--- config.mk ---
export PLATFORM = sky130hd
export DESIGN_NAME = cpu_ctrl_sequencer_flat
export DESIGN_NICKNAME = d
export VERILOG_FILES = /design/src/rtl/cpu_ctrl_pkg.sv /design/src/rtl/cpu_ctrl_sequencer_if.sv /design/src/rtl/cpu_ctrl_decode.sv /design/src/rtl/cpu_ctrl_sequencer.sv /design/src/flat_wrapper.sv
export SDC_FILE = /design/constraint.sdc
export NUM_CORES = 1
export LEC_CHECK = 0
export CAP_MARGIN = 20
export CORE_MARGIN = 2
export CORE_UTILIZATION = 50
export CTS_CLUSTER_DIAMETER = 60
export DETAILED_ROUTE_END_ITERATION = 6
export PLACE_DENSITY = 0.79
export SETUP_SLACK_MARGIN = 0.3
export SYNTH_ARGS = -nofsm -noshare
export SYNTH_HDL_FRONTEND = slang
export SYNTH_SLANG_ARGS = --single-unit
--- constraint.sdc ---
create_clock -name clk -period 2.75 [get_ports clk]
set_clock_uncertainty 0.05 [all_clocks]
set_input_delay 0.275 -clock clk [delete_from_list [all_inputs] [get_ports clk]]
set_output_delay 0.275 -clock clk [all_outputs]
set_load 0.1 [all_outputs]
--- src/rtl/cpu_ctrl_pkg.sv ---
// Shared definitions for the CPU control sequencer.
// Contents: FSM state enum, opcode constants, ALU operation encodings and
// instruction field positions (byte = {opcode[7:4], imm[3:0]}).
package cpu_ctrl_pkg;

    typedef enum logic [2:0] {
        StIdle,
        StFetch,
        StDecode,
        StFetch2,
        StExec,
        StWb,
        StHalt
    } state_e;

    localparam logic [3:0] OP_NOP = 4'h0;
    localparam logic [3:0] OP_ADD = 4'h1;
    localparam logic [3:0] OP_SUB = 4'h2;
    localparam logic [3:0] OP_AND = 4'h3;
    localparam logic [3:0] OP_OR  = 4'h4;
    localparam logic [3:0] OP_XOR = 4'h5;
    localparam logic [3:0] OP_LDI = 4'h6;
    localparam logic [3:0] OP_JMP = 4'h7;
    localparam logic [3:0] OP_BZ  = 4'h8;
    localparam logic [3:0] OP_HLT = 4'hF;

    localparam logic [2:0] ALU_ADD  = 3'd0;
    localparam logic [2:0] ALU_SUB  = 3'd1;
    localparam logic [2:0] ALU_AND  = 3'd2;
    localparam logic [2:0] ALU_OR   = 3'd3;
    localparam logic [2:0] ALU_XOR  = 3'd4;
    localparam logic [2:0] ALU_PASS = 3'd5;

    localparam int unsigned OPC_MSB = 7;
    localparam int unsigned OPC_LSB = 4;
    localparam int unsigned IMM_MSB = 3;
    localparam int unsigned IMM_LSB = 0;

endpackage

--- src/rtl/cpu_ctrl_sequencer_if.sv ---
// Instruction-memory fetch interface (req/ack handshake).
// master (sequencer): drives imem_req, imem_addr; receives imem_ack, imem_data.
// slave  (memory)   : the mirror image.
// imem_addr is stable while imem_req=1; imem_data is valid in the ack cycle.
interface cpu_ctrl_sequencer_if #(
    parameter int unsigned PC_W = 8
) ();
    logic            imem_req;
    logic [PC_W-1:0] imem_addr;
    logic            imem_ack;
    logic [7:0]      imem_data;

    modport master (output imem_req, imem_addr, input imem_ack, imem_data);
    modport slave  (input imem_req, imem_addr, output imem_ack, imem_data);
endinterface

--- src/rtl/cpu_ctrl_decode.sv ---
// Combinational opcode decoder.
// Ports: opcode_i (instruction [7:4]) -> alu_op_o, is_alu_o (ALU ops and LDI),
// is_jump_o, is_branch_o, is_halt_o, is_illegal_o (opcodes 9-E), two_byte_o.
module cpu_ctrl_decode
    import cpu_ctrl_pkg::*;
(
    input  logic [3:0] opcode_i,
    output logic [2:0] alu_op_o,
    output logic       is_alu_o,
    output logic       is_jump_o,
    output logic       is_branch_o,
    output logic       is_halt_o,
    output logic       is_illegal_o,
    output logic       two_byte_o
);

    always_comb begin
        alu_op_o     = ALU_ADD;
        is_alu_o     = 1'b0;
        is_jump_o    = 1'b0;
        is_branch_o  = 1'b0;
        is_halt_o    = 1'b0;
        is_illegal_o = 1'b0;
        case (opcode_i)
            OP_NOP: ;
            OP_ADD: begin alu_op_o = ALU_ADD;  is_alu_o = 1'b1; end
            OP_SUB: begin alu_op_o = ALU_SUB;  is_alu_o = 1'b1; end
            OP_AND: begin alu_op_o = ALU_AND;  is_alu_o = 1'b1; end
            OP_OR:  begin alu_op_o = ALU_OR;   is_alu_o = 1'b1; end
            OP_XOR: begin alu_op_o = ALU_XOR;  is_alu_o = 1'b1; end
            OP_LDI: begin alu_op_o = ALU_PASS; is_alu_o = 1'b1; end
            OP_JMP: is_jump_o   = 1'b1;
            OP_BZ:  is_branch_o = 1'b1;
            OP_HLT: is_halt_o   = 1'b1;
            default: is_illegal_o = 1'b1;
        endcase
    end

    assign two_byte_o = is_jump_o | is_branch_o;

endmodule

--- src/rtl/cpu_ctrl_sequencer.sv ---
// Multi-cycle control sequencer: fetches instruction bytes over a req/ack
// handshake, decodes them and drives the ALU/accumulator controls. Owns the
// PC, zero flag, halt state and a saturating retired-instruction counter.
// Ports: clk, reset (async, active low), start, imem (fetch interface, master),
// alu_op/alu_operand/alu_zero/reg_we (datapath), pc_out, halted, illegal,
// instr_count.
// Optional: define CTRL_BREAKPOINT_EN to add bp_addr/bp_valid/bp_hit; a fetch
// at bp_addr then returns to IDLE without issuing a request.
module cpu_ctrl_sequencer
    import cpu_ctrl_pkg::*;
#(
    parameter int unsigned PC_W   = 8,
    parameter int unsigned DATA_W = 4,
    parameter int unsigned CNT_W  = 16
) (
    input  logic                 clk,
    input  logic                 reset,
    input  logic                 start,
    cpu_ctrl_sequencer_if.master imem,
    output logic [2:0]           alu_op,
    output logic [DATA_W-1:0]    alu_operand,
    input  logic                 alu_zero,
    output logic                 reg_we,
    output logic [PC_W-1:0]      pc_out,
    output logic                 halted,
`ifdef CTRL_BREAKPOINT_EN
    input  logic [PC_W-1:0]      bp_addr,
    input  logic                 bp_valid,
    output logic                 bp_hit,
`endif
    output logic                 illegal,
    output logic [CNT_W-1:0]     instr_count
);

    state_e            state_q, state_d;
    logic [PC_W-1:0]   pc_q, pc_d;
    logic [PC_W-1:0]   tgt_q, tgt_d;
    logic [7:0]        ir_q, ir_d;
    logic              z_q, z_d;
    logic [CNT_W-1:0]  cnt_q, cnt_d;
    logic              retire;
    logic              bp_trap;

    logic [2:0] dec_alu_op;
    logic       dec_alu, dec_jump, dec_branch, dec_halt, dec_illegal, dec_two_byte;

    cpu_ctrl_decode u_decode (
        .opcode_i     (ir_q[OPC_MSB:OPC_LSB]),
        .alu_op_o     (dec_alu_op),
        .is_alu_o     (dec_alu),
        .is_jump_o    (dec_jump),
        .is_branch_o  (dec_branch),
        .is_halt_o    (dec_halt),
        .is_illegal_o (dec_illegal),
        .two_byte_o   (dec_two_byte)
    );

`ifdef CTRL_BREAKPOINT_EN
    // bp_skip: the fetch right after a trap must not re-trap.
    // bp_live: a request is already outstanding, so the check is only made on
    // the first FETCH cycle and never yanks a held request.
    logic bp_skip_q, bp_skip_d, bp_live_q, bp_live_d;

    always_comb begin
        bp_trap   = (state_q == StFetch) && !bp_live_q && !bp_skip_q && bp_valid &&
                    (pc_q == bp_addr);
        bp_skip_d = bp_skip_q;
        if (bp_trap) begin
            bp_skip_d = 1'b1;
        end else if (state_q == StFetch && imem.imem_ack) begin
            bp_skip_d = 1'b0;
        end
        bp_live_d = (state_q == StFetch) && !bp_trap && !imem.imem_ack;
    end

    assign bp_hit = bp_trap;

    always_ff @(posedge clk or negedge reset) begin
        if (!reset) begin
            bp_skip_q <= 1'b0;
            bp_live_q <= 1'b0;
        end else begin
            bp_skip_q <= bp_skip_d;
            bp_live_q <= bp_live_d;
        end
    end
`else
    assign bp_trap = 1'b0;
`endif

    always_comb begin
        state_d       = state_q;
        pc_d          = pc_q;
        tgt_d         = tgt_q;
        ir_d          = ir_q;
        z_d           = z_q;
        retire        = 1'b0;
        imem.imem_req = 1'b0;
        alu_op        = 3'd0;
        alu_operand   = '0;
        reg_we        = 1'b0;
        illegal       = 1'b0;

        case (state_q)
            StIdle: begin
                if (start) state_d = StFetch;
            end
            StFetch: begin
                if (bp_trap) begin
                    state_d = StIdle;
                end else begin
                    imem.imem_req = 1'b1;
                    if (imem.imem_ack) begin
                        ir_d    = imem.imem_data;
                        pc_d    = pc_q + PC_W'(1);
                        state_d = StDecode;
                    end
                end
            end
            StDecode: begin
                illegal = dec_illegal;
                if (dec_two_byte) begin
                    state_d = StFetch2;
                end else if (dec_halt) begin
                    state_d = StHalt;
                end else if (dec_alu) begin
                    state_d = StExec;
                end else begin
                    // NOP and illegal opcodes retire here
                    retire  = 1'b1;
                    state_d = StFetch;
                end
            end
            StFetch2: begin
                imem.imem_req = 1'b1;
                if (imem.imem_ack) begin
                    tgt_d   = PC_W'(imem.imem_data);
                    pc_d    = pc_q + PC_W'(1);
                    state_d = StExec;
                end
            end
            StExec: begin
                if (dec_alu) begin
                    alu_op      = dec_alu_op;
                    alu_operand = DATA_W'(ir_q[IMM_MSB:IMM_LSB]);
                    state_d     = StWb;
                end else begin
                    if (dec_jump || (dec_branch && z_q)) pc_d = tgt_q;
                    retire  = 1'b1;
                    state_d = StFetch;
                end
            end
            StWb: begin
                alu_op      = dec_alu_op;
                alu_operand = DATA_W'(ir_q[IMM_MSB:IMM_LSB]);
                reg_we      = 1'b1;
                z_d         = alu_zero;
                retire      = 1'b1;
                state_d     = StFetch;
            end
            StHalt: ;
            default: state_d = StIdle;
        endcase

        cnt_d = (retire && (cnt_q != '1)) ? cnt_q + CNT_W'(1) : cnt_q;
    end

    always_ff @(posedge clk or negedge reset) begin
        if (!reset) begin
            state_q <= StIdle;
            pc_q    <= '0;
            tgt_q   <= '0;
            ir_q    <= '0;
            z_q     <= 1'b0;
            cnt_q   <= '0;
        end else begin
            state_q <= state_d;
            pc_q    <= pc_d;
            tgt_q   <= tgt_d;
            ir_q    <= ir_d;
            z_q     <= z_d;
            cnt_q   <= cnt_d;
        end
    end

    assign imem.imem_addr = pc_q;
    assign pc_out         = pc_q;
    assign halted         = (state_q == StHalt);
    assign instr_count    = cnt_q;

endmodule

--- src/flat_wrapper.sv ---
// flat-port wrapper written by rule: the top's interface ports become plain ports
module cpu_ctrl_sequencer_flat import cpu_ctrl_pkg::*;
#(
    parameter int unsigned PC_W   = 8,
    parameter int unsigned DATA_W = 4,
    parameter int unsigned CNT_W  = 16
)
  (clk, reset, start, alu_op, alu_operand, alu_zero, reg_we, pc_out, halted, illegal, instr_count, imem_imem_req, imem_imem_addr, imem_imem_ack, imem_imem_data);
  cpu_ctrl_sequencer_if #(.PC_W(PC_W)) imem_i ();
  input  logic clk;
  input  logic reset;
  input  logic start;
  output logic [2:0] alu_op;
  output logic [DATA_W-1:0] alu_operand;
  input  logic alu_zero;
  output logic reg_we;
  output logic [PC_W-1:0] pc_out;
  output logic halted;
  output logic illegal;
  output logic [CNT_W-1:0] instr_count;
  output wire logic [$bits(imem_i.imem_req)-1:0] imem_imem_req;
  output wire logic [$bits(imem_i.imem_addr)-1:0] imem_imem_addr;
  input wire logic [$bits(imem_i.imem_ack)-1:0] imem_imem_ack;
  input wire logic [$bits(imem_i.imem_data)-1:0] imem_imem_data;
  assign imem_imem_req = imem_i.imem_req;
  assign imem_imem_addr = imem_i.imem_addr;
  assign imem_i.imem_ack = imem_imem_ack;
  assign imem_i.imem_data = imem_imem_data;
  cpu_ctrl_sequencer #(.PC_W(PC_W), .DATA_W(DATA_W), .CNT_W(CNT_W)) u_core (.clk(clk), .reset(reset), .start(start), .imem(imem_i), .alu_op(alu_op), .alu_operand(alu_operand), .alu_zero(alu_zero), .reg_we(reg_we), .pc_out(pc_out), .halted(halted), .illegal(illegal), .instr_count(instr_count));
endmodule
### After elaboration in Yosys (flattened, before gate mapping)

Cells that the tools add are included.

| storage, ports and cells | value |
|---|---|
| register bits after elaboration | 44 |
| latch bits | 0 |
| memory bits (writable) | 0 |
| ROM bits | 0 |
| input bits | 13 |
| memories kept | 0 |

| operators by class | value |
|---|---|
| add/sub/neg operators | 2 |
| multipliers | 0 |
| divide/modulo/power cells | 0 |
| order comparisons | 0 |
| equal/unequal tests | 22 |
| shift operators | 0 |
| mux-type cells | 29 |
| bitwise operators | 2 |
| reductions and logical operators | 13 |

Operators by type and width:

| kind | count |
|---|---|
| 3-bit two-way mux | 8 |
| 8-bit two-way mux | 3 |
| 3-bit one-hot mux with 7 select lines | 1 |
| 16-bit by 1-bit adder with 16-bit output (second input constant) | 1 |
| 4-bit by 3-bit == test with 1-bit output (second input constant) | 4 |
| 16-bit != test (second input constant) | 1 |
| 8-bit one-hot mux with 2 select lines | 1 |
| 3-bit one-hot mux with 5 select lines | 1 |
| 1-bit two-way mux | 11 |
| 10-bit OR reduction | 1 |
| 3-bit == test (second input constant) | 3 |
| 8-bit by 1-bit adder with 8-bit output (second input constant) | 1 |
| 4-bit by 2-bit == test with 1-bit output (second input constant) | 2 |
| 4-bit == test (second input constant) | 2 |
| 2-bit != test (second input constant) | 4 |
| 4-bit one-hot mux with 2 select lines | 1 |
| 4-bit AND reduction | 2 |
| 3-bit by 2-bit == test with 1-bit output (second input constant) | 2 |
| 3-bit one-hot mux with 2 select lines | 1 |
| 6-bit OR reduction | 1 |
| 4-bit by 1-bit == test with 1-bit output (second input constant) | 1 |
| 4-bit logical NOT | 1 |
| 4-bit two-way mux | 1 |
| 2-bit by 1-bit != test with 1-bit output (second input constant) | 2 |
| other kinds (10) | 12 |

### Logic depth before layout (Yosys ltp)

| depth | value |
|---|---|
| depth in word-level cells | 8 |
| mapped depth | 7 |
| depth with buffers taken out | 6 |

### By module

A second synthesis with hierarchy kept.

| unflattened totals | value |
|---|---|
| cell total of the unflattened synthesis | 230 |
| area total of the unflattened synthesis | 2,436.1 um^2 |

By module, submodules not included:

| module | times used | cells each | area each (um^2) |
|---|---|---|---|
| cpu_ctrl_sequencer | 1 | 211 | 2,313.5 |
| cpu_ctrl_decode | 1 | 19 | 122.6 |

### Worst setup path after synthesis

Ideal clock, no wire load.

| path | value |
|---|---|
| kind | register to output |
| start | register u_core.ir_q[6] |
| end | output port illegal |
| data arrival time | 3.702 ns |
| required time | 2.425 ns |
| slack | -1.277 ns |
| stages on the path, launching flop included | 5 |
| cells stage by stage | dfrtp_1 buf_2 nand3_1 nand2_1 nor4bb_1 |

| between the ends | value |
|---|---|
| cells in the longest elaborated chain, start to end | 4 |

RTL lines:

| item | line | RTL |
|---|---|---|
| start: declaration | cpu_ctrl_sequencer.sv:38 | `logic [7:0] ir_q, ir_d;` |
| start signal: assignment | cpu_ctrl_sequencer.sv:180 | `ir_q <= ir_d;` |
| 4-bit == test, or another cell as far along | cpu_ctrl_decode.sv:24 | `case (opcode_i)` |
| 10-bit OR reduction (no source line) (*) | n/a |  |
| 1-bit two-way mux (*) | cpu_ctrl_decode.sv:24 |  |
| 1-bit two-way mux (*) | cpu_ctrl_sequencer.sv:104 | `case (state_q)` |
| end: declaration | flat_wrapper.sv:19 | `output logic illegal;` |

Every way passes the cells marked *; elsewhere a longest branch is shown, timed or not.

### Final worst setup path

| path | value |
|---|---|
| start | register u_core.ir_q[5] |
| end | output port alu_operand[2] |

| between the ends | value |
|---|---|
| cells in the longest elaborated chain, start to end | 5 |

RTL lines:

| item | line | RTL |
|---|---|---|
| 4-bit by 3-bit == test with 1-bit output, or another cell as far along | cpu_ctrl_decode.sv:24 |  |
| 6-bit OR reduction (no source line) (*) | n/a |  |
| 1-bit two-way mux (*) | cpu_ctrl_decode.sv:24 |  |
| 4-bit two-way mux (*) | cpu_ctrl_sequencer.sv:143 | `if (dec_alu) begin` |
| 4-bit one-hot mux with 2 select lines (*) | cpu_ctrl_sequencer.sv:104 |  |
| end: declaration | flat_wrapper.sv:14 | `output logic [DATA_W-1:0] alu_operand;` |

Marked as above.

==> summary.md <==
| Metric | Value |
|---|---|
| Run status | finished, final reports clean |
| WP buf/inv | 1 |
| Warnings from Yosys | 0 |
| Clock slew seen by the registers of the worst setup and hold paths | 0.08 ns |
| Critical path's slowest cell | dfrtp_2 |
| Most frequent cells in the layout | buf_4 (49), dfrtp_1 (42), nand2_1 (22), nor2_1 (18), mux2_2 (18) |
| Final Hold Viols | 0 |
| Slowest stage delay, CP | 0.45 ns |
| Period minus WS final | 2.35 ns |
| Hold slack | 0.374 ns |
| Clk buf depth | 2 |
| CP Class | reg2out |
| Post-Synth XOR/XNOR Area | 5.76% |
| Synth Area in Compound Gates | 12.9% |
| Syn Area/Cell | 10.3 µm² |
| Vias per cell | 5.76 |
| Post-Route WL | 5250 µm |
| RSZ-0062 raised after global routing | no |
| Mux cell area share after synthesis | 9.16% |
| Asr flop ratio synth | 100% |
| Placed cell areas | 2830 µm² |
| DRT iter0 DRCs | 106 |
| CORE AREA | 4690 µm² |
| Netlist Area Pre-Place | 2430 µm² |
| Most common flop cell mapped by yosys | dfrtp_1 |
| Initial antenna violation count | 0 |
| Die width | 73.7 µm |
| H-tree depth | 2 |
| Detailed-router iteration count before antenna repair | 4 |
| Largest family of logic cells by synthesized area | simple AND/OR/NAND/NOR gates |
| Final instance area | 2960 µm² |
| Share of layout cells above drive strength 1 | 30.5% |
| Post-Syn Nets | 251 |
| Via count | 1953 |
| Growth of design area from synthesis to finish | 21.8% |
| Routed Antenna Nets | 0 |
| Post-Synth Adder-Cell Area | 1.03% |
| Drt drc | 0 |
| # nets final | 302 |
| Die H | 73.7 µm |
| First-pass GRT wire length | 8760 µm |
| Mapped Cells | 236 |
| Tcrit/Tclk final | 85.5% |
| Total of max-cap violations | 0 |
| Synth unique cells | 43 |
| Rows | 25 |
| Cts bufs inserted | 5 |
| Crit path max-delay family | simple AND/OR/NAND/NOR gates |
| RePlAce Congestion | 0.846 |
| CTS Sinks | 44 |
| Fin Setup TNS | 0 ns |
| Worst Path Required | 2.42 ns |
| Critical Path Fanout Max | 7 |
| GRT Total Usage | 20.7% |
| CP arrival | 2.03 ns |
| # diodes | 0 |
| Wire length per cell | 15.5 µm |
| Final core occ | 63.1% |
| Total global routing overflow | 0 |
| Tightest Hold Check Type | in2async |
| Synthesized flop and latch total | 44 |
| CTS root buf | clkbuf_8 |
| Synth Area in Simple Gates | 19.4% |
| Most common cell after layout, fill and taps aside | buf_4 |
| DPL Wire Length | 3690 µm |
| Initial core utilization | 51.8% |
| Worst setup EP type | output pin |
| Num ports | 56 |
| Vias in the first global route | 1804 |
| Nature of the critical path startpoint | flip-flop |
| Post-synth EDFFs | 0 |
| Relative slew slack | 61.9% |
| Die ar. | 5440 µm² |
| Clock latency on the worst-skew pair | 0.29 ns |
| Fin. max-slew vios | 0 |
| TritonCTS clock tree | built |
| FMAX | 425 MHz |
| Port buffer count | 55 |
| Crit-path cells | or3_4, nand2_1, nor2_1, o21a_1, and2_1, buf_4 |
| Seq/Total Area, Yosys | 45.3% |
| Tightest Pin Transition | 0.571 ns |
| Largest net degree at the start of global routing | 45 |
| Setup violators final | 0 |
[final timing paths]
kind                                         from                       end  slack (ns)  cells past startpoint
hold / removal                              reset  u_core.imem.imem_addr[7]        0.37                      2
setup / recovery                   u_core.ir_q[5]            alu_operand[2]        0.40                      6
min in group clk           u_core.instr_count[15]    u_core.instr_count[15]        0.44                      1
max in group asynchronous                   reset     u_core.instr_count[0]        1.80                      3
hold reg to reg            u_core.instr_count[15]    u_core.instr_count[15]        0.44                      1
setup reg to reg                   u_core.ir_q[7]     u_core.instr_count[1]        0.51                      5
[registers in the layout, indices dropped and copies added (netlist names)]
signal,flops
u_core.instr_count,16
u_core.imem.imem_addr,8
u_core.ir_q,8
u_core.tgt_q,8
u_core.state_q,3
u_core.z_q,1
[cells by family after synthesis]
| kind of cell | after synthesis |
|---|---|
| flip-flops | 44 |
| multiplexers | 20 |
| AO/OA/AOI/OAI | 42 |
| adder cells (fa/ha/maj) | 2 |
| buffers and inverters | 21 |
| AND/OR/NAND/NOR | 91 |
| XOR/XNOR | 16 |
[routing by layer]
layer  global-route usage, %  up-vias  part of all wire (%)
met5                       0        -                     0
met4                    5.45        0                  0.72
met3                    4.53        4                   4.2
met2                    31.4       46                    48
met1                    30.0      967                    47
li1                        -      936                     -
[Yosys cell counts, drive strengths merged (2+ instances only)]
master | count | share of area, %
inv | 2 | 0.31
ha | 2 | 1.0
xnor2 | 8 | 2.9
or3 | 2 | 0.72
xor2 | 8 | 2.9
a21oi | 9 | 1.9
nor2 | 18 | 2.8
o21ai | 5 | 1.0
and2 | 6 | 1.5
dfrtp | 44 | 45
mux2 | 18 | 8.3
nor2b | 3 | 0.77
and4 | 2 | 0.72
nand2 | 22 | 3.4
o21a | 3 | 0.93
a31oi | 9 | 3.6
mux2i | 2 | 0.82
nor3 | 9 | 1.9
and3 | 5 | 1.3
nor4 | 4 | 1.0
nand2b | 2 | 0.62
buf | 18 | 6.1
o22a | 7 | 2.5
nand4 | 4 | 1.0
nand3 | 10 | 2.1
o22ai | 2 | 0.51
[repair_timing]
action / 4_1_cts / 5_1_grt
gates resized for setup: 0 / 2
buffers inserted: 0 / 3
hold buffers: 0 / 1
endpoints found under the setup margin: 0 / 4
endpoints found under the hold margin: 0 / 13
[stage by stage]
step,worst slack (ns),cells
after floorplan,-0.226,236
after global placement,0.514,328
after detailed placement,0.437,328
after CTS,0.315,333
after global routing,0.311,339
final,0.398,339
[final cells by class]
| cell class | instances | area (µm²) |
|---|---|---|
| clock buffer | 5 | 68.8 |
| fill | 403 | 1730 |
| inverter | 2 | 7.51 |
| multi-input combinational | 171 | 1200 |
| sequential | 44 | 1100 |
| tap | 54 | 67.6 |
| timing repair buffer | 63 | 513 |
Power is left out: the tool's default activity adds up to more than one toggle a clock period on the data nets, which glitch-free logic cannot reach.
